$ cat src/rtl/interleaver_sequencer.sv
`default_nettype none
// +----------------------------------------------------------------------------+
// | Module   : interleaver_sequencer                                           |
// | Brief    : Counted load / capture / index-drain control for the interleaver|
// | Revision : 1.0                                                             |
// +----------------------------------------------------------------------------+
module interleaver_sequencer #(
    parameter int K_SMALL = 1056,
    parameter int K_LARGE = 6144,
    parameter int CNT_W   = 13
) (
    input  logic             clk,
    input  logic             clear,
    input  logic             k_size,
    input  logic             ready,
    output logic             in_ready,
    output logic             shift_en,
    output logic             k_latched,
    output logic             capture,
    output logic             out_valid,
    input  logic             out_ready,
    output logic [CNT_W-1:0] out_index,
    output logic             busy,
    output logic             block_done
);

    localparam logic [1:0] S_IDLE    = 2'd0;
    localparam logic [1:0] S_LOAD    = 2'd1;
    localparam logic [1:0] S_CAPTURE = 2'd2;
    localparam logic [1:0] S_DRAIN   = 2'd3;

    localparam logic [CNT_W-1:0] c_small_last = CNT_W'(K_SMALL - 1);
    localparam logic [CNT_W-1:0] c_large_last = CNT_W'(K_LARGE - 1);

    logic [1:0]       r_state;
    logic [1:0]       w_next_state;
    logic [CNT_W-1:0] r_in_cnt;
    logic [CNT_W-1:0] r_out_index;
    logic             r_k_latched;
    logic             r_block_done;
    logic [CNT_W-1:0] w_last_latched;
    logic [CNT_W-1:0] w_last_new;
    logic             w_handshake;
    logic             w_final_hs;

    // Block length for the block in flight vs. the one about to start.
    assign w_last_latched = r_k_latched ? c_large_last : c_small_last;
    assign w_last_new     = k_size ? c_large_last : c_small_last;

    assign w_handshake = (r_state == S_DRAIN) & out_ready;
    assign w_final_hs  = w_handshake & (r_out_index == w_last_latched);

    assign shift_en   = ready & in_ready;
    assign k_latched  = r_k_latched;
    assign out_index  = r_out_index;
    assign block_done = r_block_done;

    always_ff @(posedge clk) begin
        if (clear) begin
            r_state <= S_IDLE;
        end else begin
            r_state <= w_next_state;
        end
    end

    always_comb begin
        w_next_state = r_state;
        case (r_state)
            S_IDLE: begin
                if (shift_en) begin
                    w_next_state = (w_last_new == '0) ? S_CAPTURE : S_LOAD;
                end
            end
            S_LOAD: begin
                if (shift_en && (r_in_cnt == w_last_latched)) begin
                    w_next_state = S_CAPTURE;
                end
            end
            S_CAPTURE: w_next_state = S_DRAIN;
            S_DRAIN: begin
                if (w_final_hs) begin
                    w_next_state = S_IDLE;
                end
            end
            default: w_next_state = S_IDLE;
        endcase
    end

    always_comb begin
        in_ready  = 1'b0;
        capture   = 1'b0;
        out_valid = 1'b0;
        busy      = (r_state != S_IDLE);
        case (r_state)
            S_IDLE:    in_ready  = ~clear;
            S_LOAD:    in_ready  = ~clear;
            S_CAPTURE: capture   = 1'b1;
            S_DRAIN:   out_valid = 1'b1;
            default:   in_ready  = 1'b0;
        endcase
    end

    always_ff @(posedge clk) begin
        if (clear) begin
            r_in_cnt     <= '0;
            r_out_index  <= '0;
            r_k_latched  <= 1'b0;
            r_block_done <= 1'b0;
        end else begin
            r_block_done <= w_final_hs;
            if ((r_state == S_IDLE) && shift_en) begin
                r_k_latched <= k_size;
                r_in_cnt    <= CNT_W'(1);
            end else if ((r_state == S_LOAD) && shift_en) begin
                r_in_cnt <= r_in_cnt + CNT_W'(1);
            end else if (r_state == S_CAPTURE) begin
                r_in_cnt <= '0;
            end
            if (w_final_hs) begin
                r_out_index <= '0;
            end else if (w_handshake) begin
                r_out_index <= r_out_index + CNT_W'(1);
            end
        end
    end

endmodule
`default_nettype wire

$ cat config.mk
export PLATFORM = sky130hd
export DESIGN_NAME = interleaver_sequencer
export DESIGN_NICKNAME = d
export VERILOG_FILES = /design/src/rtl/interleaver_sequencer.sv
export SDC_FILE = /design/constraint.sdc
export NUM_CORES = 1
export LEC_CHECK = 0
export ABC_AREA = 0
export ABC_CLOCK_PERIOD_IN_PS = 2400
export BUFFER_PORTS_ARGS = -buffer_cell sky130_fd_sc_hd__clkbuf_2
export CAP_MARGIN = 20
export CORE_MARGIN = 2
export CORE_UTILIZATION = 58
export CTS_BUF_LIST = sky130_fd_sc_hd__clkbuf_4
export DETAILED_ROUTE_END_ITERATION = 8
export GPL_TIMING_DRIVEN = 0
export PLACE_DENSITY = 0.91
export SLEW_MARGIN = 10
export SYNTH_ARGS = -nofsm -noshare
export SYNTH_HDL_FRONTEND = slang
export SYNTH_SLANG_ARGS = --single-unit
$ cat constraint.sdc
create_clock -name clk -period 2.4 [get_ports clk]
set_input_delay 0.48 -clock clk [delete_from_list [all_inputs] [get_ports clk]]
set_output_delay 0.48 -clock clk [all_outputs]
set_load 0.05 [all_outputs]
==> results.yml <==
finish:
  post_layout_nonfiller_instances: 258
  diodes: 0
  nFillCells: 215
  areaGrowthSynthToFinish_pct: 13.4
  postLayoutCellArea_mm2: 0.00178
  drive_gt1_frac: 0.162
  multiInputGateArea_um2: 913
  seqCellArea_um2: 601
  final_net_count: 240
cts:
  tritoncts: "built"
  number_of_clock_buffers_inserted_by_tritoncts: 5
  post-cts-setup-buffers: 0
  holdBufCountCts: 0
  clock-root-buffer: "clkbuf_4"
  path_clk_slew_ns: 0.09
  clk_path_buf_depth: 2
  ctsResizeCount: 0
  cts.sinks: 30
  h-tree-depth: 2
  clock_latency_ns: 0.33
logic_synthesis:
  netlist_area_mm2: 0.00157
  synthesis.yosys.warnings: 0
  syn-num-nets: 209
  synth_top_flop_cell: "dfxtp_1"
  yosysSeqAreaShare: 0.382
  synth_area_per_cell_um2: 7.98
  yosys.cell_types.count: 35
  ys_ff_latch: 30
  synth-adder-area-share: 0.0557
  synth-xor-area-share: 0.0669
  yosys.area_share.simple: 0.313
  synth_edf_count: 0
  synthArstFlopShare: 0
  synthCells: 197
  post_synth_mux_area_share: 0.0271
  combinational_family_with_the_most_area_after_synthesis: "simple AND/OR/NAND/NOR gates"
  synth-compound-area-share: 0.119
die:
  effective_utilization_at_floorplan: 0.623
  design.die.area_mm2: 0.00314
  die_height_um: 56.1
  fp.coreArea_mm2: 0.00252
  die_w_um: 56.1
  boundary_pin_count: 25
  num_rows: 18
placement:
  port-buffer-count: 24
  postPlaceCellArea_mm2: 0.00173
  place_hpwl_mm: 2.55
  placedCellCount: 251
  globalplace.congestion: 0.859
worst_setup_path:
  worstSetupEndpointType: "register"
  cp.required_ns: 2.62
  cp.arrival_ns: 2.38
  critical_path.most_common_cell: "nor2_1"
  max_stage_delay_ns: 0.44
  critical_path.max_fanout: 10
  cp_cell_sequence: "ha_1 > nand3_1 > nor2_1 > o2111ai_1 > or2b_1 > buf_2 > nor2_1"
  critPathKind: "register to register"
  cp_slowest_cell: "dfxtp_1"
  worst_setup_path_start_kind: "register"
run_status:
  outcome: "finished clean"
min_path:
  min_path_type: "primary input to register"
global_routing:
  grt_overflow: 0
  antenna_found_initial: 0
  pin_count_of_the_biggest_net_entering_global_routing: 11
  grt_first_pass_wirelength_mm: 5.82
  grt_pass1_vias: 1337
  global_route.usage.total: 0.229
routing:
  num_vias: 1499
  post-route-drc-count: 0
  wl_mm: 3.43
  vias_per_cell: 5.81
  drt_first_pass_iters: 4
  detail_route.iter0.violations: 45
  drt.antenna.violating_nets: 0
  routed_wire_per_std_cell_um: 13.3
pwr:
  pwr_density_cell_mw_per_mm2: 737
  peak_ir_drop_on_the_vdd_network_mv: 0.935
  leakagePower_nw: 0.733
sta:
  setup_total_negative_slack_ns: 0
  final-max-slew-violation-count: 0
  hold_viol_final: 0
  fin_crit_ns: 2.16
  finalSetupViolations: 0
  max_freq_mhz: 463
  max-slew-margin-rel: 0.676
  grt_setup_unrepaired: "no"
  final_min_period_over_clock_period: 0.901
  tightestPinTransition_ns: 0.482
  final.setup_skew_ns: 0.00563
job:
  cap_violations: 0
[cells by family after synthesis]
family / after synthesis
AOI/OAI and AO/OA: 30
xor gates and xnor gates: 12
adders and majority gates: 7
buffers and inverters: 15
DFF: 30
muxes: 4
and+or+nand+nor: 99
[power breakdown]
part | leakage [nW] | total [W] | internal (W) | switching, W
combinational | 0.458 | 0.000462 | 0.000137 | 0.000325
sequential | 0.242 | 0.000555 | 0.000521 | 0.0000341
clock | 0.0322 | 0.000295 | 0.000133 | 0.000163
[final timing paths]
check	start	to	slack [ns]	cells past startpoint
max	r_state[0]	out_index[2]	0.24	7
max reg2reg	r_state[0]	out_index[2]	0.24	7
min reg2reg	r_in_cnt[4]	r_in_cnt[4]	0.48	1
min	k_size	k_latched	0.38	3
[registers in the layout (all words and copies together) (netlist names)]
signal / count
r_state: 2
out_index: 13
block_done: 1
r_in_cnt: 13
k_latched: 1
[synthesized netlist by cell type, types with 3 or more instances]
cell,number,area [um^2]
nand4_1,7,43.8
nand2b_1,5,31.3
inv_1,8,30.0
clkbuf_1,6,22.5
nand3b_1,3,22.5
a21oi_1,13,65.1
xnor2_1,6,52.6
nand3_1,9,45.0
nor3_1,3,15.0
nor2_1,37,139
ha_1,7,87.6
dfxtp_1,30,601
nand2_1,17,63.8
nor4_1,3,18.8
and3_1,6,37.5
o21ai_0,6,30.0
xor2_1,6,52.6
[worst max-delay path, delay by kind of cell (launching register included)]
family / cells / cell delay [ns]
simple gates: 4 / 0.84
fa+ha+maj: 1 / 0.28
compound gates: 1 / 0.25
flops: 1 / 0.44
buf+inv: 1 / 0.24
[metrics by stage]
stage / setup WS [ns] / hold slack (ns) / utilization / power [W]
after floorplan: 0.153 / 0.437 / - / 0.000921
after global placement: 0.285 / 0.459 / 0.686 / 0.00101
after detailed placement: 0.270 / 0.463 / 0.686 / 0.00103
after CTS: 0.236 / 0.375 / 0.706 / 0.00132
after global routing: 0.0454 / 0.403 / 0.706 / 0.00138
final: 0.238 / 0.379 / 0.706 / 0.00131
[cells in the final DEF (no fill, tap or decap)]
cell type,n
nor2_1,37
dfxtp_1,30
clkbuf_2,24
nand2_1,17
a21oi_1,13
nand3_1,9
inv_1,8
nand4_1,7
ha_1,7
clkbuf_4,7
clkbuf_1,6
xor2_1,6
o21ai_0,6
and3_1,6
xnor2_1,6
nand2b_1,5
nor4_1,3
nand3b_1,3
nor3_1,3
or4_1,2
mux2i_1,2
mux2_2,2
nor3b_1,2
o21a_1,2
a31oi_1,2
a211oi_1,2
nor4_2,1
o2111ai_1,1
or2b_1,1
buf_2,1
or4b_2,1
a221oi_2,1
nor2b_1,1
a2111oi_0,1
a41oi_1,1
o21bai_1,1
and4_1,1
[layout make-up]
| cell class | count | area share |
|---|---|---|
| timing repair buffer | 24 | 0.0674 |
| clock buffer | 7 | 0.0295 |
| multi-input combinational | 152 | 0.513 |
| buffer | 7 | 0.0154 |
| tap | 30 | 0.0211 |
| sequential | 30 | 0.337 |
| inverter | 8 | 0.0169 |
[routing by layer]
layer | global-route usage | part of all wire | vias up
li1 | - | - | 752
met1 | 0.298 | 0.47 | 709
met2 | 0.365 | 0.48 | 34
met3 | 0.0791 | 0.045 | 4
met4 | 0.0578 | 0.0070 | 0
met5 | 0 | 0 | -
No activity file was read; power rests on OpenSTA's default activity.
